$ cat src/rtl/udma_pwr_seq.sv
// Per-peripheral clock-gate / reset-release sequencer for the uDMA channels.
// Optional macro UDMA_PWR_SEQ_RETARGET_EN: accept a new target vector while busy.
module udma_pwr_seq #(
    parameter int unsigned N_PERIPHS  = 6,
    parameter int unsigned SETTLE_CYC = 4
) (
    input  logic                 clk_i,
    input  logic                 rstn_i,
    input  logic                 target_valid_i,
    input  logic [N_PERIPHS-1:0] target_i,
    output logic                 target_ready_o,
    output logic [N_PERIPHS-1:0] cg_value_o,
    output logic [N_PERIPHS-1:0] rst_value_o,
    output logic                 cg_core_o,
    output logic                 busy_o,
    output logic                 done_evt_o
);

    typedef enum logic [1:0] {
        ST_IDLE    = 2'd0,
        ST_SCAN    = 2'd1,
        ST_UP_WAIT = 2'd2,
        ST_DN_WAIT = 2'd3
    } state_e;

    localparam logic [7:0]           CNT_LOAD = 8'(SETTLE_CYC - 32'd1);
    localparam logic [N_PERIPHS-1:0] LSB_ONE  = N_PERIPHS'(1'b1);

    state_e                 state_q, state_d;
    logic [N_PERIPHS-1:0]   tgt_q, tgt_d;
    logic [N_PERIPHS-1:0]   cg_q, cg_d;
    logic [N_PERIPHS-1:0]   rst_q, rst_d;
    logic [N_PERIPHS-1:0]   sel_q, sel_d;
    logic [7:0]             cnt_q, cnt_d;
    logic                   done_q, done_d;

    logic                   ready_s;
    logic                   accept_s;
    logic [N_PERIPHS-1:0]   on_s;
    logic [N_PERIPHS-1:0]   diff_s;
    logic [N_PERIPHS-1:0]   lowest_s;

`ifdef UDMA_PWR_SEQ_RETARGET_EN
    assign ready_s = 1'b1;
`else
    assign ready_s = (state_q == ST_IDLE);
`endif

    assign accept_s = target_valid_i & ready_s;

    // A half-sequenced bit (clock on, still in reset) counts as off.
    assign on_s     = cg_q & ~rst_q;
    assign diff_s   = tgt_q ^ on_s;
    // Isolate the lowest mismatching channel (two's-complement trick).
    assign lowest_s = diff_s & (~diff_s + LSB_ONE);

    // Next-state, target latch and output-edge decisions.
    always_comb begin
        state_d = state_q;
        cg_d    = cg_q;
        rst_d   = rst_q;
        sel_d   = sel_q;
        cnt_d   = cnt_q;
        done_d  = 1'b0;

        if (accept_s) begin
            tgt_d = target_i;
        end else begin
            tgt_d = tgt_q;
        end

        case (state_q)
            ST_IDLE: begin
                if (accept_s) begin
                    state_d = ST_SCAN;
                end else begin
                    state_d = ST_IDLE;
                end
            end
            ST_SCAN: begin
                if (|diff_s) begin
                    sel_d = lowest_s;
                    cnt_d = CNT_LOAD;
                    if (|(tgt_q & lowest_s)) begin
                        cg_d    = cg_q | lowest_s;
                        state_d = ST_UP_WAIT;
                    end else begin
                        rst_d   = rst_q | lowest_s;
                        state_d = ST_DN_WAIT;
                    end
                end else begin
                    done_d = 1'b1;
                    // A target taken in this same cycle still needs a scan.
                    if (accept_s) begin
                        state_d = ST_SCAN;
                    end else begin
                        state_d = ST_IDLE;
                    end
                end
            end
            ST_UP_WAIT: begin
                if (cnt_q == 8'd0) begin
                    rst_d   = rst_q & ~sel_q;
                    state_d = ST_SCAN;
                end else begin
                    cnt_d = cnt_q - 8'd1;
                end
            end
            ST_DN_WAIT: begin
                if (cnt_q == 8'd0) begin
                    cg_d    = cg_q & ~sel_q;
                    state_d = ST_SCAN;
                end else begin
                    cnt_d = cnt_q - 8'd1;
                end
            end
            default: begin
                state_d = ST_IDLE;
            end
        endcase
    end

    // State and output registers with synchronous active-low reset.
    always_ff @(posedge clk_i) begin
        if (!rstn_i) begin
            state_q <= ST_IDLE;
            tgt_q   <= '0;
            cg_q    <= '0;
            rst_q   <= '1;
            sel_q   <= '0;
            cnt_q   <= 8'd0;
            done_q  <= 1'b0;
        end else begin
            state_q <= state_d;
            tgt_q   <= tgt_d;
            cg_q    <= cg_d;
            rst_q   <= rst_d;
            sel_q   <= sel_d;
            cnt_q   <= cnt_d;
            done_q  <= done_d;
        end
    end

    assign target_ready_o = ready_s;
    assign cg_value_o     = cg_q;
    assign rst_value_o    = rst_q;
    assign cg_core_o      = |cg_q;
    assign busy_o         = (state_q != ST_IDLE);
    assign done_evt_o     = done_q;

endmodule

$ cat config.mk
export PLATFORM = sky130hd
export DESIGN_NAME = udma_pwr_seq
export DESIGN_NICKNAME = d
export VERILOG_FILES = /design/src/rtl/udma_pwr_seq.sv
export SDC_FILE = /design/constraint.sdc
export NUM_CORES = 1
export LEC_CHECK = 0
export ABC_AREA = 1
export CAP_MARGIN = 25
export CORE_MARGIN = 2
export CORE_UTILIZATION = 35
export CTS_CLUSTER_SIZE = 16
export DETAILED_ROUTE_END_ITERATION = 7
export PLACE_DENSITY_LB_ADDON = 0.2
export SLEW_MARGIN = 25
export SYNTH_ARGS = -nofsm -noshare
export SYNTH_HDL_FRONTEND = slang
export SYNTH_SLANG_ARGS = --single-unit
$ cat constraint.sdc
create_clock -name clk_i -period 4.4 [get_ports clk_i]
set_clock_uncertainty 0.15 [all_clocks]
set_input_delay 0.66 -clock clk_i [delete_from_list [all_inputs] [get_ports clk_i]]
set_output_delay 0.66 -clock clk_i [all_outputs]
set_load 0.005 [all_outputs]
==> summary.md, run 1 <==
| Metric | Value |
|---|---|
| Final Hold Viols | 0 |
| Sequential power share | between 30% and 40% |
| Critical Path End Type | flip-flop |
| LEAKAGE | ~1 nW |
| Final wirelength | about 5100 um |
| Max-Cap Viols | 0 |
| Hold path endpoint | tgt_q[3] |
| First-pass GRT wire length | roughly 8400 um |
| Flops & latches, synth | 35 |
| Hold Path Stages | 2 |
| Gates resized, CTS repair | 0 |
| Gr ovfl total | 0 |
| Arrival @ worst endpoint | roughly 2.6 ns |
| Vias after detailed routing | around 1900 |
| Layout cells sized above 1 | 5.921% |
| Setup TNS | 0 ns |
| Fmax | around 400 MHz |
| RR Endpoint | rst_value_o[5] |
| Via/cell ratio | just over 5 |
| Mapped cell area | approximately 1900 um^2 |
| Post-synth net total | slightly below 300 |
| Drt pass-1 iters | 4 |
| RSZ-0062 raised after global routing | false |
| Clk root buf | clkbuf_8 |
| CTS tree | yes |
| Endpoints failing setup | 0 |
| Crit-path cells | nand2_1, ha_1, inv_1, nor2_1, nand2_2, inv_2, a21boi_4, nand4_4, nand2_2, nand2_1, nand3_1 |
| Cts hold-fix bufs | 0 |
| Largest net degree at the start of global routing | 25 |
| Total I/O pin count | 25 |
| RePlAce Congestion | 0.8061 |
| Seq/Total Area, Yosys | 37.28% |
| Final #Nets | 317 |
| Clk pwr share | about 16% |
| Overall Power | roughly 0.0013 W |
| Clock latency on the worst-skew pair | approximately 0.28 ns |
| Reg2Reg Setup Slack | between 1.5 and 2 ns |
| Slew HR | about 37% |
| Clock slew at reported path FFs | ~0.07 ns |
| Vias in the first global route | roughly 1700 |
| Worst EP required | ~4.4 ns |
| Yosys warns | 0 |
| Crit path launch type | flip-flop |
| Die X | ~77 um |
| Non-Filler Instances | about 370 |
| Core Box Area | roughly 5100 um^2 |
| Pwr dens | ~590 nW/um^2 |
| Maximum vdd drop | about 0.22 mV |
| Max stage delay on crit path | 0.44 ns |
| Post-Place Cells | between 300 and 400 |
| Final Cycle Share | between 50% and 60% |
| Fin crit period | roughly 2.5 ns |
| Syn Inst Count | approximately 280 |
| Hold wc startpoint | tgt_q[3] |
| Cts bufs inserted | 5 |
| H-tree Lvls | 2 |
| Total GRT Usage | around 18% |
| Internal power | between 0.0007 and 0.0008 W |
| Outcome | finished, final reports clean |
| Switching pwr | 0.0005763 W |
| Worst reg-to-reg path cell count | 11 |
| DR WL/cell | roughly 14 um |
| Row count | 26 |
| CP max FO | 8 |
| Clock tree buffer depth | 2 |
| R2R Path Start | cg_value_o[0] |
| Slew Viols, Final | 0 |
| Final ANT Viol Nets | 0 |
| I/O Buffers | 24 |
| Critical Path Slowest Stage Cell | dfxtp_1 |
| Commonest non-fill, non-tap cell in the layout | nand2_1 |
| Most frequent cells in the layout | nand2_1 (60), dfxtp_1 (35), inv_1 (33), nand3_1 (33), nor2_1 (26) |
| Initial antenna violation count | 0 |
| HPWL Detailed | 3581 um |
| Slew at the pin closest to its max-slew limit | approximately 0.94 ns |
| TritonCTS Sinks | 35 |
| Die area | approximately 6000 um^2 |
| Synthesized area per cell | just under 7 um^2 |
| Postcts setup bufs | 0 |
| Die Ht | 77.28 um |
| Min-Delay Path Class | reg2reg |
| DRT iter0 DRCs | 84 |
| Area growth syn-to-layout | 20.71% |
| Switching fraction of total power | a little over two fifths |
| Yosys cell types | 29 |
| DRC | 0 |
| Initial Util | approximately 37% |
| ANT cells | 0 |
| Comb pwr share | approximately half |
| Critical path type | reg2reg |
==> critical path, delay by kind of cell (launching register included) <==
| family | cells | cell delay, ns |
|---|---|---|
| and+or+nand+nor | 7 | 0.94 |
| AOI/OAI and AO/OA | 1 | 0.36 |
| DFF | 1 | 0.44 |
| buffers and inverters | 2 | 0.17 |
| adders and majority gates | 1 | 0.34 |
==> flip-flops by register name, summed over array words and instances, names as in the netlist <==
name and flops:
rst_value_o 6, state_q 2, sel_q 6, tgt_q 6, cg_value_o 6, cnt_q 8, done_evt_o 1
==> routing by layer <==
| metal | share of wire [%] | track usage [%] | wire length (um) |
|---|---|---|---|
| met1 | 50 | 25.47 | 2549 |
| met2 | 43 | 26.09 | 2217 |
| met3 | 5.7 | 4.000 | 289 |
| met4 | 1.0 | 6.071 | 53 |
| met5 | 0 | 0 | 0 |
==> cell families after synthesis <==
| family | Yosys count | share of synthesized area (%) |
|---|---|---|
| AOI/OAI and AO/OA | 60 | 18.31 |
| xor gates and xnor gates | 4 | 1.865 |
| adders and majority gates | 3 | 1.998 |
| buffers and inverters | 40 | 7.990 |
| DFF | 35 | 37.28 |
| and+or+nand+nor | 135 | 32.56 |
==> per-stage QoR <==
step	hold slack (ns)	area, um^2	utilization (%)	setup WS (ns)
global placement	0.3125	2196	42.72	1.729
floorplan	0.2935	1879	-	2.444
global route	0.3597	2268	44.13	1.701
finish	0.3313	2268	44.13	1.895
CTS	0.3297	2268	44.13	1.899
detailed placement	0.3184	2196	42.72	1.629
==> power groups by stage <==
stage	clock, W	sequential, W	combinational (W)
after floorplan	0	0.000453	0.000450
after global placement	0	0.000467	0.000653
after detailed placement	0	0.000465	0.000658
after CTS	0.000224	0.000459	0.000661
after global routing	0.000238	0.000471	0.000747
final	0.000217	0.000460	0.000659
==> cell type report <==
cell class	instances	area, um^2
Clock buffer	6	72.57
Fill cell	575	2872
Inverter	37	138.9
Multi-Input combinational cell	202	1028
Sequential cell	35	700.7
Tap cell	70	87.58
Timing Repair Buffer	24	240.2
==> worst max-delay path by stage <==
| stage | to | start |
|---|---|---|
| finish | rst_value_o[5] | cg_value_o[0] |
| CTS | rst_value_o[5] | cg_value_o[0] |
| floorplan | cnt_q[1] | cg_value_o[0] |
| global placement | cg_value_o[3] | rstn_i |
| global route | cg_value_o[3] | rstn_i |
| detailed placement | cg_value_o[4] | rstn_i |
==> Yosys cell counts (all sizes together) <==
master,n,area [um^2]
nor2,28,110.1
o21a,1,7.510
clkbuf,3,11.26
nor4,2,12.51
xnor2,1,8.760
a21oi,25,125.1
xor2,3,26.28
a21boi,1,18.77
o21ai,22,110.1
a22oi,1,7.510
nand4,3,33.78
ha,3,37.54
nand2,66,267.8
a31oi,1,6.260
nor3,1,5.000
clkinv,2,7.510
nor3b,1,7.510
o211ai,2,15.01
nand3,34,175.2
inv,35,131.4
o32ai,1,8.760
o31ai,6,45.04
dfxtp,35,700.7
(Power assumes the default switching activity.)
==> inputs of run 2 (changes only) <==
==> constraint.sdc (replaced) <==
create_clock -name clk_i -period 2.2 [get_ports clk_i]
set_clock_uncertainty 0.15 [all_clocks]
set_input_delay 0.33 -clock clk_i [delete_from_list [all_inputs] [get_ports clk_i]]
set_output_delay 0.33 -clock clk_i [all_outputs]
set_load 0.005 [all_outputs]
==> summary.md, run 2 (synthesis results as in run 1) <==
| Metric | Value |
|---|---|
| Layout cells sized above 1 | about 12% |
| Area growth syn-to-layout | 30.89% |
| Cts hold-fix bufs | 0 |
| Final #Nets | 333 |
| Fmax | around 480 MHz |
| TritonCTS Sinks | 35 |
| Commonest non-fill, non-tap cell in the layout | nand2_1 |
| Die Ht | between 70 and 80 um |
| Final ANT Viol Nets | 0 |
| HPWL Detailed | around 3900 um |
| Crit path launch type | flip-flop |
| I/O Buffers | 24 |
| Largest net degree at the start of global routing | 18 |
| Vias after detailed routing | between 1500 and 2000 |
| First-pass GRT wire length | 8818 um |
| Biggest register | cnt_q |
| Maximum vdd drop | 0.4245 mV |
| Total GRT Usage | a little under a fifth |
| Clk root buf | clkbuf_8 |
| Clock slew at reported path FFs | around 0.070 ns |
| Slew at the pin closest to its max-slew limit | between 0.4 and 0.5 ns |
| Pwr dens | around 1200 nW/um^2 |
| Row count | 26 |
| Max-Cap Viols | 0 |
| Die area | about 6000 um^2 |
| Gr ovfl total | 0 |
| Worst EP required | roughly 1.7 ns |
| Core Box Area | approximately 5100 um^2 |
| CTS tree | yes |
| Min-Delay Path Class | reg2reg |
| RePlAce Congestion | approximately 0.88 |
| Largest register FFs | 8 |
| Vias in the first global route | 1766 |
| H-tree Lvls | 2 |
| Critical Path End Type | output port |
| Arrival @ worst endpoint | approximately 1.6 ns |
| Endpoints failing setup | 0 |
| Drt pass-1 iters | 4 |
| Initial Util | a little over a third |
| Slew HR | a little under three quarters |
| Fill cell count | 546 |
| Outcome | finished, final reports clean |
| Most frequent cells in the layout | nand2_1 (60), dfxtp_1 (34), inv_1 (33), nand3_1 (33) |
| Final wirelength | 5166 um |
| Via/cell ratio | about 4.9 |
| Die X | 77.28 um |
| Slew Viols, Final | 0 |
| DR WL/cell | between 10 and 15 um |
| Critical path type | reg2out |
| Clock latency on the worst-skew pair | slightly below 0.3 ns |
| ANT cells | 0 |
| Final Hold Viols | 0 |
| LEAKAGE | ~1.1 nW |
| Fin crit period | 2.081 ns |
| Total I/O pin count | 25 |
| Clock tree buffer depth | 2 |
| CP max FO | 4 |
| Final Cycle Share | 94.57% |
| Cts bufs inserted | 5 |
| Setup TNS | 0 ns |
| DRC | 0 |
| Layout Utilization | about 48% |
| Initial antenna violation count | 0 |
| DRT iter0 DRCs | around 120 |
==> run 2: changes by cell type in the layout (fill, tap and decap cells not counted), sizes merged <==
cell,delta
buf,+16
clkbuf,+2
==> run 2: power by group <==
part / total [W] / switching, W / internal, W / leakage, nW
Clock: 0.000521 / 0.000235 / 0.000286 / 0.0515
Sequential: 0.000920 / 0.000132 / 0.000789 / 0.286
Combinational: 0.00150 / 0.000852 / 0.000651 / 0.752
==> run 2: worst paths after layout <==
check | start | to | slack (ns) | cells after the start
setup / recovery | cg_value_o[1] | cg_core_o | 0.12 | 4
hold / removal | tgt_q[3] | tgt_q[3] | 0.33 | 2
setup reg to reg | rst_value_o[0] | rst_value_o[4] | 0.13 | 12
hold reg to reg | tgt_q[3] | tgt_q[3] | 0.33 | 2
==> run 2: cell type report <==
type	instances	area [um^2]	share of cell area, %
clock buffers	8	100.1	4.069
inverters	37	141.4	5.748
multi-input cells	202	1065	43.29
flip-flops and latches	35	701.9	28.54
well taps	70	87.58	3.561
repair buffers	40	364.1	14.80
==> run 2: worst max-delay path, stage by stage (launching register included) <==
cell	delay, ns
dfxtp_1	0.36
buf_4	0.16
nor4_2	0.26
nand2_1	0.07
clkdlybuf4s50_1	0.45
==> run 2: routing by layer <==
metal / track usage (%) / wire [um] / vias to the layer above
met5: 0 / 0 / -
met2: 26.52 / 2123 / 51
met4: 8.036 / 102 / 0
met3: 3.765 / 283 / 10
met1: 27.12 / 2656 / 841
li1: - / - / 1013
==> run 2: timing repair <==
action | 4_1_cts | 5_1_grt
endpoints found under the setup margin | 0 | 23
gates resized for setup | 0 | 10
buffers inserted | 0 | 3
endpoints found under the hold margin | 0 | 0
==> run 2: per-stage QoR <==
step,hold WS (ns),total power (W),std cells,setup WS [ns],area (um^2)
after floorplan,0.2935,0.001806,277,0.2436,1879
after global placement,0.3109,0.002344,381,0.09516,2293
after detailed placement,0.3189,0.002336,381,0.02647,2293
after CTS,0.3294,0.002867,389,0.01728,2394
after global routing,0.3695,0.003198,392,-0.01336,2460
final,0.3293,0.002944,392,0.1195,2460
==> inputs of run 3 (changes only) <==
--- a/config.mk
+++ b/config.mk
@@ -11,6 +11,7 @@
 export CORE_UTILIZATION = 35
 export CTS_CLUSTER_SIZE = 16
 export DETAILED_ROUTE_END_ITERATION = 7
+export GPL_TIMING_DRIVEN = 0
 export PLACE_DENSITY_LB_ADDON = 0.2
 export SLEW_MARGIN = 25
 export SYNTH_ARGS = -nofsm -noshare
==> summary.md, run 3 (synthesis results as in run 1) <==
| Metric | Value |
|---|---|
| Critical path type | reg2reg |
| Most frequent cells in the layout | nand2_1 (59), nand3_1 (33), inv_1 (32), dfxtp_1 (32), a21oi_1 (25) |
| Initial Util | between 30% and 40% |
| Critical Path End Type | flip-flop |
| RePlAce Congestion | about 0.77 |
| Final Hold Viols | 0 |
| Hold Path Stages | 2 |
| ANT cells | 0 |
| Hold path endpoint | sel_q[3] |
| Die Ht | approximately 77 um |
| Commonest non-fill, non-tap cell in the layout | nand2_1 |
| Crit path launch type | flip-flop |
| Clock latency on the worst-skew pair | between 0.2 and 0.3 ns |
| Slew Viols, Final | 0 |
| Arrival @ worst endpoint | ~2.1 ns |
| TritonCTS Sinks | 35 |
| Post-Place Cell Area | between 2000 and 2500 um^2 |
| Cts hold-fix bufs | 0 |
| Clk root buf | clkbuf_8 |
| Fin crit period | 2.068 ns |
| Die X | between 70 and 80 um |
| Die area | approximately 6000 um^2 |
| R2R Path Start | cg_value_o[0] |
| DR WL/cell | 13.64 um |
| Vias in the first global route | 1645 |
| Layout cells sized above 1 | between 10% and 20% |
| Clock tree buffer depth | 2 |
| Row count | 26 |
| Max-Cap Viols | 0 |
| Largest register FFs | 8 |
| Crit-path cells | nand2_2, ha_4, inv_4, nor2_4, nand2_2, inv_2, a21boi_4, buf_6, nor2_4, nand2_1, o211ai_1, inv_1 |
| HPWL Detailed | 3702 um |
| Pwr dens | between 1000 and 1500 nW/um^2 |
| Endpoints failing setup | 0 |
| Largest net degree at the start of global routing | 11 |
| First-pass GRT wire length | around 8200 um |
| Initial antenna violation count | 0 |
| DRT iter0 DRCs | slightly below 200 |
| Outcome | finished, final reports clean |
| Worst reg-to-reg path cell count | 12 |
| LEAKAGE | around 1 nW |
| Design area | approximately 2400 um^2 |
| Biggest register | cnt_q |
| Total GRT Usage | 17.71% |
| Fmax | 483.5 MHz |
| RR Endpoint | cnt_q[0] |
| Slew HR | ~62% |
| Worst setup startpoint | cg_value_o[0] |
| Max stage delay on crit path | ~0.40 ns |
| Final Cycle Share | 94.01% |
| Worst EP required | about 2.2 ns |
| Drt pass-1 iters | 4 |
| Final #Nets | 324 |
| Vias after detailed routing | 1903 |
| Critical Path Slowest Stage Cell | dfxtp_2 |
| Total I/O pin count | 25 |
| Cts bufs inserted | 5 |
| DRC | 0 |
| Maximum vdd drop | 0.4997 mV |
| Core Box Area | 5140 um^2 |
| I/O Buffers | 24 |
| Reg2Reg Setup Slack | 0.13 ns |
| CP max FO | 8 |
| Via/cell ratio | between 4 and 5 |
| WHS | 0.3288 ns |
| CTS tree | yes |
| Final wirelength | approximately 5200 um |
| H-tree Lvls | 2 |
| Clock slew at reported path FFs | approximately 0.070 ns |
| Final ANT Viol Nets | 0 |
| Min-Delay Path Class | reg2reg |
| Slew at the pin closest to its max-slew limit | between 0.5 and 0.6 ns |
| Gr ovfl total | 0 |
| Hold wc startpoint | sel_q[3] |
| Area growth syn-to-layout | 26.03% |
run 3: cell count changes in the layout (fill, tap and decap cells not counted), moves of 2 or more:
cell,change
buf_4,-12
clkbuf_8,-2
dfxtp_2,+2
clkbuf_1,+3
dfxtp_1,-2
run 3: worst max path at each step:
stage	depth (start not counted)	to	slack (ns)
6_report	12	cnt_q[0]	0.13
5_1_grt	13	cnt_q[0]	-0.005
4_1_cts	13	cnt_q[0]	0.003
3_5_place_dp	11	cnt_q[1]	-0.21
3_3_place_gp	11	cnt_q[1]	-0.23
2_1_floorplan	11	cnt_q[1]	0.24
run 3: final cells by class:
cell class | count | area [um^2]
buffer | 3 | 11.26
multi-input combinational | 202 | 1075
tap | 70 | 87.58
timing repair buffer | 28 | 274.0
fill | 575 | 2771
sequential | 35 | 704.4
inverter | 37 | 143.9
clock buffer | 6 | 72.57
run 3: where the power goes:
| group | internal [W] | switching [W] |
|---|---|---|
| combinational | 0.000592 | 0.000833 |
| clock | 0.000211 | 0.000223 |
| sequential | 0.000789 | 0.000141 |
| total | 0.00159 | 0.00120 |
run 3: per-stage QoR:
step / setup slack (ns) / power [W] / utilization (%) / std cells / setup TNS (ns)
after floorplan: 0.2436 / 0.001806 / - / 277 / 0
after global placement: -0.2275 / 0.002233 / 42.94 / 371 / -3.698
after detailed placement: -0.2101 / 0.002241 / 42.94 / 371 / -3.586
after CTS: 0.003457 / 0.002751 / 45.33 / 380 / 0
after global routing: -0.005024 / 0.003018 / 46.08 / 381 / -0.005024
final: 0.1317 / 0.002790 / 46.08 / 381 / 0
run 3: what timing repair did:
item	in CTS	in global routing
hold endpoints to repair	0	0
buffers inserted	3	1
setup endpoints to repair	24	23
resized for setup	8	10
pin swaps	1	7
run 3: routing by layer:
layer,share of wire [%],vias up,track usage (%)
li1,-,989,-
met1,49,869,25.53
met2,44,41,26.00
met3,5.4,4,4.235
met4,0.92,0,5.357
met5,0,-,0
run 3: worst max-delay path, delay by kind of cell (launching register included):
family | cells | cell delay [ns]
flops | 1 | 0.40
fa+ha+maj | 1 | 0.30
compound gates | 2 | 0.18
buf+inv | 4 | 0.35
simple gates | 5 | 0.59
